==> src/rtl/tlb_stage_pkg.sv <==
// Shared definitions for the address-translation stage: TLB geometry,
// ldSt_enable encodings and the page-walk FSM states.
package tlb_stage_pkg;

    localparam int unsigned ENTRIES = 4;
    localparam int unsigned VPN_W   = 8;

    localparam logic [1:0] LDST_NONE  = 2'b00;
    localparam logic [1:0] LDST_LOAD  = 2'b01;
    localparam logic [1:0] LDST_STORE = 2'b10;

    typedef enum logic {
        ST_IDLE = 1'b0,
        ST_WALK = 1'b1
    } walk_state_e;

endpackage

==> src/rtl/register.sv <==
// Generic pipeline register with synchronous active-high reset and load enable.
module register #(
    parameter int unsigned WIDTH = 40
) (
    input  logic             clk,
    input  logic             reset,
    input  logic             enable,
    input  logic [WIDTH-1:0] data_in,
    output logic [WIDTH-1:0] data_out
);

    always_ff @(posedge clk) begin
        if (reset) begin
            data_out <= '0;
        end else if (enable) begin
            data_out <= data_in;
        end
    end

endmodule

==> src/rtl/tlb_stage_cam.sv <==
// Fully-associative TLB array: parallel VPN match, round-robin refill,
// and a flush that clears all valid bits while leaving the pointer alone.
module tlb_cam #(
    parameter int unsigned ENTRIES = 4,
    parameter int unsigned VPN_W   = 8
) (
    input  logic             clk,
    input  logic             reset,
    input  logic             flush_i,
    input  logic [VPN_W-1:0] lookup_vpn_i,
    output logic             hit_o,
    output logic [VPN_W-1:0] ppn_o,
    input  logic             fill_i,
    input  logic [VPN_W-1:0] fill_vpn_i,
    input  logic [VPN_W-1:0] fill_ppn_i
);

    localparam int unsigned PTR_W = (ENTRIES > 1) ? $clog2(ENTRIES) : 1;

    logic [ENTRIES-1:0] valid_q;
    logic [VPN_W-1:0]   vpn_q [ENTRIES];
    logic [VPN_W-1:0]   ppn_q [ENTRIES];
    logic [PTR_W-1:0]   ptr_q;
    logic [PTR_W-1:0]   ptr_d;

    assign ptr_d = ptr_q + PTR_W'(1);

    // Only misses fill, so at most one entry matches and OR-merging is safe.
    always_comb begin
        hit_o = 1'b0;
        ppn_o = '0;
        for (int unsigned i = 0; i < ENTRIES; i++) begin
            if (valid_q[i] && (vpn_q[i] == lookup_vpn_i)) begin
                hit_o = 1'b1;
                ppn_o = ppn_o | ppn_q[i];
            end
        end
    end

    always_ff @(posedge clk) begin
        if (reset) begin
            valid_q <= '0;
            ptr_q   <= '0;
        end else if (flush_i) begin
            valid_q <= '0;
        end else if (fill_i) begin
            valid_q[ptr_q] <= 1'b1;
            ptr_q          <= ptr_d;
        end
    end

    always_ff @(posedge clk) begin
        if (!reset && !flush_i && fill_i) begin
            vpn_q[ptr_q] <= fill_vpn_i;
            ppn_q[ptr_q] <= fill_ppn_i;
        end
    end

endmodule

==> src/rtl/tlb_stage.sv <==
// Address-translation stage between ALU and cache_stage: TLB lookup for
// loads/stores, miss stall with page-walk refill, 40-bit output register.
module tlb_stage #(
    parameter int unsigned ENTRIES = tlb_stage_pkg::ENTRIES,
    parameter int unsigned VPN_W   = tlb_stage_pkg::VPN_W
) (
    input  logic             clk,
    input  logic             reset,
    input  logic             enable_tlb,
    input  logic [15:0]      alu_result,
    input  logic [2:0]       destReg_addr_input,
    input  logic             we_input,
    input  logic [1:0]       bp_input,
    input  logic [15:0]      dataReg,
    input  logic [1:0]       ldSt_enable,
    input  logic             tlb_flush,
    output logic             walk_req,
    output logic [VPN_W-1:0] walk_vpn,
    input  logic             walk_valid,
    input  logic [VPN_W-1:0] walk_ppn,
    output logic             stall_tlb,
    output logic [15:0]      tlb_result,
    output logic [2:0]       destReg_addr_output,
    output logic             we_output,
    output logic [1:0]       bp_output,
    output logic [15:0]      dataReg_output,
    output logic [1:0]       ldSt_enable_output
);

    import tlb_stage_pkg::*;

    localparam int unsigned OFF_W = 16 - VPN_W;

    walk_state_e      state_q;
    logic             walk_req_q;
    logic [VPN_W-1:0] walk_vpn_q;

    logic             is_mem;
    logic [VPN_W-1:0] vpn;
    logic             cam_hit;
    logic [VPN_W-1:0] cam_ppn;
    logic             miss;
    logic             fill;
    logic [15:0]      result_d;
    logic [39:0]      pipe_d;
    logic [39:0]      pipe_q;

    assign is_mem = (ldSt_enable == LDST_LOAD) || (ldSt_enable == LDST_STORE);
    assign vpn    = alu_result[15:OFF_W];
    assign miss   = is_mem && !cam_hit;
    assign fill   = (state_q == ST_WALK) && walk_valid;

    assign stall_tlb = miss;
    assign walk_req  = walk_req_q;
    assign walk_vpn  = walk_vpn_q;

    tlb_cam #(
        .ENTRIES (ENTRIES),
        .VPN_W   (VPN_W)
    ) u_cam (
        .clk          (clk),
        .reset        (reset),
        .flush_i      (tlb_flush),
        .lookup_vpn_i (vpn),
        .hit_o        (cam_hit),
        .ppn_o        (cam_ppn),
        .fill_i       (fill),
        .fill_vpn_i   (walk_vpn_q),
        .fill_ppn_i   (walk_ppn)
    );

    // A flush coincident with walk_valid still returns to IDLE; the CAM drops the fill.
    always_ff @(posedge clk) begin
        if (reset) begin
            state_q    <= ST_IDLE;
            walk_req_q <= 1'b0;
            walk_vpn_q <= '0;
        end else begin
            case (state_q)
                ST_IDLE: begin
                    if (miss) begin
                        state_q    <= ST_WALK;
                        walk_req_q <= 1'b1;
                        walk_vpn_q <= vpn;
                    end
                end
                ST_WALK: begin
                    if (walk_valid) begin
                        state_q    <= ST_IDLE;
                        walk_req_q <= 1'b0;
                    end
                end
                default: begin
                    state_q    <= ST_IDLE;
                    walk_req_q <= 1'b0;
                end
            endcase
        end
    end

    assign result_d = is_mem ? {cam_ppn, alu_result[OFF_W-1:0]} : alu_result;
    assign pipe_d   = miss ? '0 : {result_d, destReg_addr_input, we_input,
                                   bp_input, dataReg, ldSt_enable};

    register #(
        .WIDTH (40)
    ) u_pipe_reg (
        .clk      (clk),
        .reset    (reset),
        .enable   (enable_tlb),
        .data_in  (pipe_d),
        .data_out (pipe_q)
    );

    assign {tlb_result, destReg_addr_output, we_output,
            bp_output, dataReg_output, ldSt_enable_output} = pipe_q;

endmodule
==> config.mk <==
export PLATFORM = sky130hd
export DESIGN_NAME = tlb_stage
export DESIGN_NICKNAME = d
export VERILOG_FILES = /design/src/rtl/tlb_stage_pkg.sv /design/src/rtl/register.sv /design/src/rtl/tlb_stage_cam.sv /design/src/rtl/tlb_stage.sv
export SDC_FILE = /design/constraint.sdc
export NUM_CORES = 1
export LEC_CHECK = 0
export ABC_AREA = 0
export CAP_MARGIN = 0
export CELL_PAD_IN_SITES_DETAIL_PLACEMENT = 0
export CELL_PAD_IN_SITES_GLOBAL_PLACEMENT = 1
export CORE_MARGIN = 1
export CORE_UTILIZATION = 42
export CTS_BUF_LIST = sky130_fd_sc_hd__clkbuf_4 sky130_fd_sc_hd__clkbuf_8
export DETAILED_ROUTE_END_ITERATION = 6
export GPL_TIMING_DRIVEN = 0
export MAX_ROUTING_LAYER = met4
export PLACE_DENSITY_LB_ADDON = 0.08
export SLEW_MARGIN = 20
export SYNTH_ARGS = -nofsm -noshare
export SYNTH_HDL_FRONTEND = slang
export SYNTH_SLANG_ARGS = --single-unit
==> constraint.sdc <==
create_clock -name clk -period 3.5 [get_ports clk]
set_input_delay 1.05 -clock clk [delete_from_list [all_inputs] [get_ports clk]]
set_output_delay 1.05 -clock clk [all_outputs]
set_load 0.02 [all_outputs]
==> reports/summary.txt <==
YS warnings -> 0
IO Pins -> 103
complex-gate fraction of the synthesized area -> 9.71%
Starting Density -> 43.2%
critical path arrival -> 2300 ps
asr flop ratio synth -> 0%
die width -> 110 microns
Placeable Area -> 11400 sq um
PnR worst setup slack -> 148 ps
Inst Count DP -> 660
Setup WS pre-CTS -> -953 ps
Fillers -> 1049
Final HPWL DP -> 8150 microns
Achievable Freq -> 0.298 GHz
post-synthesis cell area -> 4940 sq um
crit path capture -> stall_tlb
adder-cell share of the synthesized area -> 1.01%
final non-filler cell total -> 697
RePlAce Congestion -> 0.832
CTS root buf -> clkbuf_8
Yosys reg bits -> 120
RSZ-0062 raised after global routing -> no
vias -> 3523
Final Hold Violating Endpoints -> 0
Worst VDD drop -> 228 uV
Layout Nets -> 598
sequential cell area fraction in the yosys report -> 61.6%
top post-synthesis cells by area -> edfxtp_1, dfxtp_1, nand2_1, xnor2_1, o21ai_0
area occupied by multi-input gates -> 1740 sq um
Primary FF master, synth -> edfxtp_1
WL per Instance -> 16.4 microns
Post-CTS Hold Buffers -> 0
die area -> 12200 sq um
largest area contributor in the netlist -> edfxtp_1
period utilization -> 95.8%
gr usage total -> 20.5%
Critical-path top delay cell -> xnor2_1
antenna violations before repair -> 0
worst endpoint required time -> 2450 ps
Setup crit end kind -> primary output
worst slew pin tran -> 998 ps
placed inst area -> 6060 sq um
Crit Path Category -> input port to primary output
post-route cell area -> 6500 sq um
vias in the first global route -> 3528
die height -> 110 microns
P per Cell Area -> 477 nW/um^2
status -> finished, final reports clean
flop2flop setup slack -> 1510 ps
post-synthesis mux area share -> 1.62%
P_leak -> 2.27 nW
crit path time final -> 3350 ps
fraction of synthesized cell area taken by the top area cell type -> 38.9%
Post-synth EDFFs -> 64
Synth Area in Simple Gates -> 14.8%
final setup fails -> 0
relative slew slack -> 33.0%
CTS Buffer Depth -> 2
FF+latch area -> 3040 sq um
CTS tree -> built
WL final -> 11500 microns
Hold Startpoint -> u_pipe_reg.data_out[28]
first-pass GRT wire length -> 18600 microns
area delta synth->final -> 31.8%
Iteration-0 DRC Markers -> 191
crit-path cells -> buf_6 -> xnor2_1 -> nand3_1 -> nor3_2 -> nor4_2 -> buf_4 -> buf_2
First-pass DRT Iterations -> 4
H-tree depth -> 4
TritonCTS Buffers -> 17
post-synthesis cell count -> 423
# diodes -> 0
Worst-Skew Late Latency -> 430 ps
Fin Clk Skew -> 10.8 ps
CP Launch Point -> alu_result[15]
largest family of logic cells by synthesized area -> simple AND/OR/NAND/NOR gates
xor/xnor share of the synthesized area -> 7.43%
Tightest Hold Check Type -> register to register
CP Max Fanout -> 7
synth unique cells -> 38
R2R Path End -> u_cam.ppn_q[3][7]
max-slew violation count -> 0
DRC -> 0
Rows -> 39
most frequent cells in the layout -> clkdlybuf4s50_1, nand2_1, edfxtp_1, dfxtp_1, o21ai_0
Max-Cap Viols -> 0
largest net degree at the start of global routing -> 18
Synth Area per Inst -> 11.7 sq um
vias per cell -> 5.05
Antenna Nets Post-Route -> 0
Worst R2R Start -> state_q
clock transition at the registers of the reported paths -> 70 ps
commonest non-fill, non-tap cell in the layout -> clkdlybuf4s50_1
IO Port Bufs -> 94
r2r worst-path depth -> 3
Post-Syn Nets -> 480
clock sinks -> 120
Crit path largest cell delay -> 320 ps
global route overflow -> 0
share of cells above drive strength 1 -> 11.4%
Setup crit start kind -> input port
## synthesized netlist by cell type, drive strengths merged, types with 7 or more instances
library cell  number
nand2             77
edfxtp            64
dfxtp             56
o21ai             41
xnor2             33
nand2b            17
clkbuf            14
buf               10
inv                9
mux2i              8
nand4              8
nor4               7
or3                7
## per-layer routing
layer  wire, microns  up-vias  GRT usage [%]
met5               0        -              -
met4             285        0           9.78
met3             689       20           5.60
met2            5460      121           32.4
met1            5020     1635           24.2
li1                -     1747              -
## flip-flops by register name (all words and copies together) (netlist names)
register,count
state_q,1
u_cam.ppn_q,32
u_cam.ptr_q,2
u_cam.valid_q,4
u_cam.vpn_q,32
u_pipe_reg.data_out,40
walk_req,1
walk_vpn,8
## area by class of cell
type | count | share of cell area (%)
Sequential cell | 120 | 46.8
Clock buffer | 19 | 3.92
Inverter | 9 | 0.519
Clock inverter | 13 | 2.00
Timing Repair Buffer | 99 | 14.9
Buffer | 24 | 2.42
Tap cell | 143 | 2.75
Multi-Input combinational cell | 270 | 26.7
## what timing repair did
action / in CTS / in global routing
pin swaps: 4 / 1
cloned: 0 / 0
buffers inserted: 5 / 0
resized for setup: 11 / 1
setup endpoints to repair: 1 / 1
## report_power, final
part	leakage [nW]	internal (mW)	switching (mW)
sequential	1.04	1.52	0.0294
combinational	1.04	0.174	0.182
clock	0.183	0.650	0.541
## worst max-delay path: cells and delay by family
family / cells / cell delay [ps]
xor gates and xnor gates: 1 / 320
and+or+nand+nor: 3 / 510
buffers and inverters: 3 / 420
## kinds of logic after synthesis
kind of cell,Yosys count
xor+xnor,35
buf+inv,33
fa+ha+maj,4
compound gates,77
mux,8
flops,120
simple gates,146
## worst min-delay path by stage
stage | to | slack [ps] | cells after the start
floorplan | u_cam.valid_q[0] | 440 | 1
global placement | u_pipe_reg.data_out[26] | 430 | 2
detailed placement | u_pipe_reg.data_out[28] | 440 | 2
CTS | u_pipe_reg.data_out[28] | 450 | 2
global route | u_pipe_reg.data_out[10] | 480 | 2
finish | u_pipe_reg.data_out[28] | 440 | 2
## through the flow
stage	util, %	setup TNS [ps]	total power [mW]	hold WS [ps]
global placement	53.0	-932	1.93	432
CTS	56.9	0	3.13	447
global route	57.0	0	3.22	482
finish	57.0	0	3.10	443
floorplan	-	0	1.76	440
detailed placement	53.0	-953	1.94	438
Power figures use the tool's default switching activity.
